$ cat src/rtl/merge_sort_pkg.sv
// Shared definitions for the two-way merge engine: one-hot state
// encodings and the ceiling-log2 helper used to size the index ports.
package merge_sort_pkg;

  localparam int ST_W = 5;

  localparam logic [ST_W-1:0] INI  = 5'b00001;
  localparam logic [ST_W-1:0] CMST = 5'b00010;
  localparam logic [ST_W-1:0] RP   = 5'b00100;
  localparam logic [ST_W-1:0] RQ   = 5'b01000;
  localparam logic [ST_W-1:0] DONE = 5'b10000;

  // Number of bits needed to index v entries (v >= 2).
  function automatic int ms_clog2(input int v);
    int r;
    int x;
    r = 0;
    x = v - 1;
    while (x > 0) begin
      r = r + 1;
      x = x >> 1;
    end
    return r;
  endfunction

endpackage

$ cat src/rtl/merge_sort_cmp.sv
// Element comparator for the merge engine. Unsigned compare; on equal
// elements the 'a' side wins, which keeps the merge stable.
module merge_sort_cmp #(
  parameter int DATA_W = 8
) (
  input  logic [DATA_W-1:0] a,
  input  logic [DATA_W-1:0] b,
  input  logic              descend,
  output logic              take_a
);

  assign take_a = descend ? (a >= b) : (a <= b);

endmodule

$ cat src/rtl/merge_sort_gen.sv
// Two-way merge engine: reads two pre-sorted external arrays P and Q one
// element per cycle and writes the merged sequence to external array R.
module merge_sort_gen
  import merge_sort_pkg::*;
#(
  parameter int DATA_W = 8,
  parameter int P_LEN  = 4,
  parameter int Q_LEN  = 4,
  localparam int IW    = ms_clog2((P_LEN > Q_LEN) ? P_LEN : Q_LEN),
  localparam int KW    = ms_clog2(P_LEN + Q_LEN)
) (
  input  logic              Clk,
  input  logic              Reset,
  input  logic              Start,
  input  logic              Ack,
  input  logic              Descend,
  input  logic [DATA_W-1:0] Ps_of_I,
  input  logic [DATA_W-1:0] Qs_of_J,
  output logic [DATA_W-1:0] Rs_of_K,
  output logic              Rs_of_K_Write,
  output logic [IW-1:0]     I,
  output logic [IW-1:0]     J,
  output logic [KW-1:0]     K,
  output logic              Done
);

  localparam logic [IW-1:0] I_LAST = IW'(P_LEN - 1);
  localparam logic [IW-1:0] J_LAST = IW'(Q_LEN - 1);

  logic [ST_W-1:0] state_q, state_d;
  logic [IW-1:0]   i_q, i_d;
  logic [IW-1:0]   j_q, j_d;
  logic [KW-1:0]   k_q, k_d;
  logic            mode_q, mode_d;
  logic            take_p;

  // Mode is latched at Start, so a Descend change mid-merge has no effect.
  merge_sort_cmp #(
    .DATA_W (DATA_W)
  ) u_cmp (
    .a       (Ps_of_I),
    .b       (Qs_of_J),
    .descend (mode_q),
    .take_a  (take_p)
  );

  // Next-state, index advance and the combinational R write port.
  always_comb begin
    state_d       = state_q;
    i_d           = i_q;
    j_d           = j_q;
    k_d           = k_q;
    mode_d        = mode_q;
    Rs_of_K       = Ps_of_I;
    Rs_of_K_Write = 1'b0;
    case (state_q)
      INI: begin
        if (Start) begin
          i_d     = '0;
          j_d     = '0;
          k_d     = '0;
          mode_d  = Descend;
          state_d = CMST;
        end
      end
      CMST: begin
        Rs_of_K_Write = 1'b1;
        k_d           = k_q + KW'(1);
        if (take_p) begin
          Rs_of_K = Ps_of_I;
          if (i_q == I_LAST) state_d = RQ;
          else               i_d     = i_q + IW'(1);
        end else begin
          Rs_of_K = Qs_of_J;
          if (j_q == J_LAST) state_d = RP;
          else               j_d     = j_q + IW'(1);
        end
      end
      RP: begin
        Rs_of_K_Write = 1'b1;
        Rs_of_K       = Ps_of_I;
        k_d           = k_q + KW'(1);
        if (i_q == I_LAST) state_d = DONE;
        else               i_d     = i_q + IW'(1);
      end
      RQ: begin
        Rs_of_K_Write = 1'b1;
        Rs_of_K       = Qs_of_J;
        k_d           = k_q + KW'(1);
        if (j_q == J_LAST) state_d = DONE;
        else               j_d     = j_q + IW'(1);
      end
      DONE: begin
        if (Ack) state_d = INI;
      end
      default: state_d = INI;
    endcase
  end

  // State, indices and mode; reset aborts any merge in progress at once.
  always_ff @(posedge Clk or negedge Reset) begin
    if (!Reset) begin
      state_q <= INI;
      i_q     <= '0;
      j_q     <= '0;
      k_q     <= '0;
      mode_q  <= 1'b0;
    end else begin
      state_q <= state_d;
      i_q     <= i_d;
      j_q     <= j_d;
      k_q     <= k_d;
      mode_q  <= mode_d;
    end
  end

  assign I    = i_q;
  assign J    = j_q;
  assign K    = k_q;
  assign Done = (state_q == DONE);

endmodule
$ cat config.mk
export PLATFORM = sky130hd
export DESIGN_NAME = merge_sort_gen
export DESIGN_NICKNAME = d
export VERILOG_FILES = /design/src/rtl/merge_sort_pkg.sv /design/src/rtl/merge_sort_cmp.sv /design/src/rtl/merge_sort_gen.sv
export SDC_FILE = /design/constraint.sdc
export NUM_CORES = 1
export LEC_CHECK = 0
export CELL_PAD_IN_SITES_DETAIL_PLACEMENT = 1
export CELL_PAD_IN_SITES_GLOBAL_PLACEMENT = 1
export CORE_MARGIN = 2
export CORE_UTILIZATION = 30
export DETAILED_ROUTE_END_ITERATION = 8
export PLACE_DENSITY = 0.74
export SLEW_MARGIN = 20
export SYNTH_ARGS = -nofsm -noshare
export SYNTH_HDL_FRONTEND = slang
export SYNTH_SLANG_ARGS = --single-unit
export TNS_END_PERCENT = 10
$ cat constraint.sdc
create_clock -name Clk -period 3.5 [get_ports Clk]
set_input_delay 0.7 -clock Clk [delete_from_list [all_inputs] [get_ports Clk]]
set_output_delay 0.7 -clock Clk [all_outputs]
set_load 0.01 [all_outputs]
==> results.sh, run 1 <==
export IMPL_drv_cap=0
export IMPL_wl_per_cell_um=17.1
export IMPL_crit_chain="clkdlybuf4s50_1 > ha_4 > o21ai_2 > a21oi_2 > a221oi_4 > buf_6 > o211ai_4 > nand2_4 > mux2_4 > buf_4"
export IMPL_yosys_top_cells_count="nand2_1 (14), nand3_1 (13), dfrtp_1 (12)"
export IMPL_diodes=0
export IMPL_grt_pass1_vias=1503
export IMPL_synth_cell_type_count=45
export IMPL_holdPathStages=1
export IMPL_io_pins=38
export IMPL_worst_slew_pin_slew_ns=0.608
export IMPL_synth_flop_cell="dfrtp_1"
export IMPL_globalRouteOverflowTotal=0
export IMPL_fmax_mhz=292
export IMPL_synth_area_um2=1330
export IMPL_post_dp_hpwl_um=3390
export IMPL_drc=0
export IMPL_end_kind="output pin"
export IMPL_cp_max_fo=3
export IMPL_drt_iter0_drc=47
export IMPL_yosys_warnings=0
export IMPL_skew_ns=0.00404
export IMPL_hp_start="J[0]$_DFFE_PN0P_"
export IMPL_antenna_found_initial=0
export IMPL_p_leak_uw=0.000917
export IMPL_h_tree_depth=1
export IMPL_synth_edf_count=0
export IMPL_drive_above_1_share_pct=28.2
export IMPL_dieArea_um2=4970
export IMPL_slowest_stage="clkdlybuf4s50_1"
export IMPL_dp_slack_ns=-0.472
export IMPL_final_util_pct=46.5
export IMPL_holdWs_ns=0.528
export IMPL_core_area_um2=4290
export IMPL_fin_area_um2=2000
export IMPL_grt_pass1_wl_um=7140
export IMPL_antenna_left=0
export IMPL_initial_utilization_pct=30.9
export IMPL_clk_latency_ns=0.25
export IMPL_rows=24
export IMPL_maxSlewHeadroom_pct=59.4
export IMPL_fin_ws_ns=0.0719
export IMPL_yosys_top_cells_area="dfrtp_1 (23%), ha_1 (10%), nand3_1 (4.9%)"
export IMPL_dieHeight_um=70.5
export IMPL_crit_path_start_kind="primary input"
export IMPL_synth_area_leader_cell="dfrtp_1"
export IMPL_pwr_density_cell_nw_per_um2=554
export IMPL_fin_crit_sh_pct=97.9
export IMPL_hp_class="flip-flop to flip-flop"
export IMPL_status="finished, final reports clean"
export IMPL_crit_required_ns=2.80
export IMPL_synthesis_nets=183
export IMPL_io_buffers=37
export IMPL_slew_violations=0
export IMPL_grt_usage_pct=18.0
export IMPL_grt_max_degree=17
export IMPL_cts_made_buffers=3
export IMPL_synth_top_area_share_pct=22.6
export IMPL_async_flop_share_pct=100
export IMPL_dr_pass1_iters=4
export IMPL_avgSynthCellArea_um2=8.78
export IMPL_path_clk_slew_ns=0.05
export IMPL_syn_inst=151
export IMPL_fin_crit_ns=3.43
export IMPL_r2r_start="state_q[3]$_DFFE_PN0P_"
export IMPL_num_fill_cells=497
export IMPL_areaGrowthSynthToFinish_pct=50.7
export IMPL_setup_violations=0
export IMPL_cts_num_sinks=13
export IMPL_seq_area_frac_synth_pct=24.6
export IMPL_startpoint="Ps_of_I[3]"
export IMPL_synthMostInstantiatedCell="nand2_1"
export IMPL_final_setup_tns_ns=0
export IMPL_timing_reg2reg_worst_path_depth=6
export IMPL_clockRootBuffer="clkbuf_8"
export IMPL_totalWireLength_um=4400
export IMPL_fin_nets=239
export IMPL_cts_tree="done"
export IMPL_vdd_drop_max_uv=335
export IMPL_hold_viol_final=0
export IMPL_dieWidth_um=70.5
export IMPL_synth_seq_cells=13
export IMPL_vias=1377
export IMPL_cts_max_path_buffers=2
export IMPL_placed_area_um2=1840
export IMPL_critPathKind="primary input to output pin"
export IMPL_vias_per_cell=5.34
export IMPL_arrival_ns=2.73
export IMPL_place_gp_congestion=0.760
export IMPL_critical_path_max_stage_delay_ns=0.55
-- per-stage QoR --
stage,std cells,power [µW]
finish,258,1110
global route,258,1190
CTS,258,1110
detailed placement,249,945
global placement,249,899
floorplan,151,658
-- per-layer routing --
layer,global-route usage (%),vias to the layer above,share of wire (%)
met3,2.60,7,4.1
li1,-,663,-
met2,34.5,30,54
met4,5.34,0,1.6
met1,20.1,677,40
met5,0,-,0
-- sequential cells by signal (all words and copies together), names as in the netlist --
signal / count
state_q: 5
I: 2
K: 3
J: 2
mode_q: 1
-- critical path, delay by kind of cell --
kind	cells	cell delay (ns)
adder cells (fa/ha/maj)	1	0.23
AO/OA/AOI/OAI	4	0.53
buffers and inverters	3	0.85
multiplexers	1	0.31
AND/OR/NAND/NOR	1	0.11
-- cells in the final DEF, fill, tap and decap left out, types with 4 or more instances in the layout --
master	Yosys	layout
nand3b_1	7	7
dlygate4sd2_1	0	9
ha_1	11	6
buf_4	1	18
o21ai_0	8	8
a21oi_2	3	4
and3_1	5	5
clkdlybuf4s50_1	0	16
ha_4	0	5
dlymetal6s2s_1	0	8
nand2_1	14	13
inv_1	11	8
nor2_1	9	8
dfrtp_1	12	12
nand3_1	13	13
o211ai_1	6	6
-- timing repair --
item | 4_1_cts | 5_1_grt
hold buffers | 0 | 0
endpoints found under the setup margin | 8 | 8
pin swaps | 5 | 6
gates resized for setup | 32 | 15
buffers inserted | 4 | 0
hold endpoints to repair | 0 | 0
cloned | 1 | 0
-- final cells by class --
class                           count  area [µm²]  share of cell area [%]
Sequential cell                    13         327                    16.3
Multi-Input combinational cell    123        1020                    51.0
Clock buffer                        4        45.0                    2.25
Tap cell                           52        65.1                    3.26
Timing Repair Buffer               55         500                    25.0
Inverter                           11        41.3                    2.07
-- where the power goes --
part	switching, µW	internal, µW
Combinational	352	341
Sequential	71.7	205
Clock	56.8	80.6
-- cell families (layout without fill, tap and decap cells) --
| logic type | after synthesis | count (layout) | share of synthesized area, % |
|---|---|---|---|
| xor gates and xnor gates | 2 | 2 | 1.89 |
| buffers and inverters | 16 | 70 | 5.09 |
| AOI/OAI and AO/OA | 35 | 36 | 22.8 |
| DFF | 13 | 13 | 24.6 |
| muxes | 7 | 7 | 6.60 |
| adders and majority gates | 11 | 11 | 10.4 |
| and+or+nand+nor | 67 | 67 | 28.6 |
-- worst paths after layout --
kind                                 endpoint  slack [ns]
max                                Rs_of_K[6]        0.07
min in group asynchronous    K[0]$_DFFE_PN0P_        0.83
max reg2reg                  J[0]$_DFFE_PN0P_        1.59
min reg2reg                  J[0]$_DFFE_PN0P_        0.53
min                          J[0]$_DFFE_PN0P_        0.53
max in group asynchronous  mode_q$_DFFE_PN0P_        2.27
(Power assumes the default switching activity.)
==> run 2, diff against run 1 <==
--- a/config.mk
+++ b/config.mk
@@ -9,6 +9,7 @@
 export CELL_PAD_IN_SITES_GLOBAL_PLACEMENT = 1
 export CORE_MARGIN = 2
 export CORE_UTILIZATION = 30
+export CTS_BUF_LIST = sky130_fd_sc_hd__clkbuf_8
 export DETAILED_ROUTE_END_ITERATION = 8
 export PLACE_DENSITY = 0.74
 export SLEW_MARGIN = 20
==> run 2 against run 1 <==
  * Via count about the same
  * Critical endpoint unchanged
  * Non-clock buffer count unchanged
  * Clock skew about the same
==> results.sh, run 2 (synthesis gave the netlist of run 1 again) <==
export IMPL_status="finished, final reports clean"
export IMPL_grt_max_degree=17
export IMPL_vdd_drop_max_uv=335
export IMPL_post_dp_hpwl_um=3390
export IMPL_areaGrowthSynthToFinish_pct=50.7
export IMPL_r2r_start="state_q[3]$_DFFE_PN0P_"
export IMPL_p_leak_uw=0.000921
export IMPL_drv_cap=0
export IMPL_core_area_um2=4290
export IMPL_path_clk_slew_ns=0.05
export IMPL_intPower_uw=624
export IMPL_switching_share_pct=43.5
export IMPL_h_tree_depth=1
export IMPL_fin_crit_ns=3.43
export IMPL_crit_required_ns=2.80
export IMPL_grt_usage_pct=18.0
export IMPL_largest_reg_flops=5
export IMPL_skew_ns=0.00427
export IMPL_io_buffers=37
export IMPL_vias=1378
export IMPL_crit_end="Rs_of_K[6]"
export IMPL_diodes=0
export IMPL_slew_violations=0
export IMPL_cts_max_path_buffers=2
export IMPL_pwr_share_clk_pct=12.2
export IMPL_timing_reg2reg_worst_path_depth=6
export IMPL_dieWidth_um=70.5
export IMPL_clk_latency_ns=0.25
export IMPL_worst_slew_pin_slew_ns=0.608
export IMPL_final_common_cell="buf_4"
export IMPL_fin_nets=239
export IMPL_pwr_share_comb_pct=62.8
export IMPL_grt_pass1_vias=1503
export IMPL_pwr_density_cell_nw_per_um2=553
export IMPL_ctsHoldBuffers=0
export IMPL_fin_area_um2=2000
export IMPL_fmax_mhz=292
export IMPL_dieHeight_um=70.5
export IMPL_antenna_found_initial=0
export IMPL_rrSetupSlack_ns=1.59
export IMPL_place_inst=249
export IMPL_largest_register="state_q"
export IMPL_antenna_left=0
export IMPL_vias_per_cell=5.34
export IMPL_critPathKind="primary input to output pin"
export IMPL_crit_path_start_kind="primary input"
export IMPL_rr_endpoint="J[0]$_DFFE_PN0P_"
export IMPL_maxSlewHeadroom_pct=59.3
export IMPL_io_pins=38
export IMPL_clockRootBuffer="clkbuf_8"
export IMPL_p_seq_share_pct=25.1
export IMPL_finalNonFillerCells=258
export IMPL_place_gp_congestion=0.760
export IMPL_dr_pass1_iters=4
export IMPL_cts_num_sinks=13
export IMPL_totalWireLength_um=4410
export IMPL_grt_pass1_wl_um=7140
export IMPL_layout_common_cells="buf_4 (18), clkdlybuf4s50_1 (16), nand2_1 (13), nand3_1 (13), dfrtp_1 (12)"
export IMPL_hold_viol_final=0
export IMPL_final_util_pct=46.5
export IMPL_netSwitchingPower_uw=481
export IMPL_startpoint="Ps_of_I[3]"
export IMPL_wl_per_cell_um=17.1
export IMPL_fin_crit_sh_pct=97.9
export IMPL_cts_tree="done"
export IMPL_initial_utilization_pct=30.9
export IMPL_drt_iter0_drc=47
export IMPL_arrival_ns=2.73
export IMPL_hp_class="flip-flop to flip-flop"
export IMPL_placed_area_um2=1840
export IMPL_dieArea_um2=4970
export IMPL_drive_above_1_share_pct=28.2
export IMPL_drc=0
export IMPL_setup_violations=0
export IMPL_cts_made_buffers=3
export IMPL_rows=24
export IMPL_globalRouteOverflowTotal=0
export IMPL_end_kind="output pin"
export IMPL_cp_max_fo=3
[run 2: cell types whose count changed in the layout (fill, tap and decap cells not counted), sizes merged]
cell    previous run  this run
clkbuf             4         3
inv               11        12
[run 2: final cells by class]
| type | instances | area [µm²] |
|---|---|---|
| fillers | 497 | 2300 |
| multi-input cells | 123 | 1020 |
| repair buffers | 55 | 500 |
| flip-flops and latches | 13 | 327 |
| well taps | 52 | 65.1 |
| clock buffers | 3 | 41.3 |
| inverters | 11 | 41.3 |
| clock inverters | 1 | 3.75 |
[run 2: worst max-delay path, cell delays in order]
cell and delay, ns:
clkdlybuf4s50_1 0.55, ha_4 0.23, o21ai_2 0.06, a21oi_2 0.08
a221oi_4 0.31, buf_6 0.15, o211ai_4 0.08, nand2_4 0.11
mux2_4 0.31, buf_4 0.15
[run 2: timing repair]
action | 4_1_cts | 5_1_grt
gates resized for setup | 32 | 15
cloned | 1 | 0
endpoints found under the setup margin | 8 | 8
pin swaps | 5 | 6
buffers inserted | 4 | 0
[run 2: how the worst min path moves through the flow]
| stage | cells past startpoint | startpoint | slack (ns) | end |
|---|---|---|---|---|
| final | 1 | J[0]$_DFFE_PN0P_ | 0.53 | J[0]$_DFFE_PN0P_ |
| after global routing | 1 | J[0]$_DFFE_PN0P_ | 0.57 | J[0]$_DFFE_PN0P_ |
| after CTS | 1 | J[0]$_DFFE_PN0P_ | 0.53 | J[0]$_DFFE_PN0P_ |
| after detailed placement | 1 | J[0]$_DFFE_PN0P_ | 0.52 | J[0]$_DFFE_PN0P_ |
| after global placement | 1 | J[0]$_DFFE_PN0P_ | 0.49 | J[0]$_DFFE_PN0P_ |
| after floorplan | 0 | Reset | 0.40 | I[0]$_DFFE_PN0P_ |
[run 2: power groups by stage]
stage                     Combinational (µW)  Sequential (µW)  Clock (µW)
after floorplan                          392              266           0
after global routing                     761              285         145
after global placement                   630              268           0
after detailed placement                 668              278           0
after CTS                                690              277         139
final                                    693              277         135
[run 2: layer usage]
metal,share of wire [%],track usage [%],up-vias
met5,0,0,-
met4,1.6,5.34,0
met3,4.1,2.60,7
met2,54,34.5,30
met1,40,20.1,678
li1,-,-,663
[run 2: through the flow]
stage | TNS (ns) | power, µW | hold slack (ns) | setup WS [ns]
2_1_floorplan | 0 | 658 | 0.404 | 0.596
3_3_place_gp | -2.69 | 899 | 0.495 | -0.346
3_5_place_dp | -3.55 | 945 | 0.521 | -0.472
4_1_cts | -0.0242 | 1110 | 0.532 | -0.0185
5_1_grt | -0.00543 | 1190 | 0.570 | -0.00543
6_report | 0 | 1100 | 0.528 | 0.0719
==> run 3, diff against run 2 <==
--- a/config.mk
+++ b/config.mk
@@ -9,7 +9,6 @@
 export CELL_PAD_IN_SITES_GLOBAL_PLACEMENT = 1
 export CORE_MARGIN = 2
 export CORE_UTILIZATION = 30
-export CTS_BUF_LIST = sky130_fd_sc_hd__clkbuf_8
 export DETAILED_ROUTE_END_ITERATION = 8
 export PLACE_DENSITY = 0.74
 export SLEW_MARGIN = 20
==> results of run 3 <==
The final DEF is identical to that of run 1; final timing and power are the same.
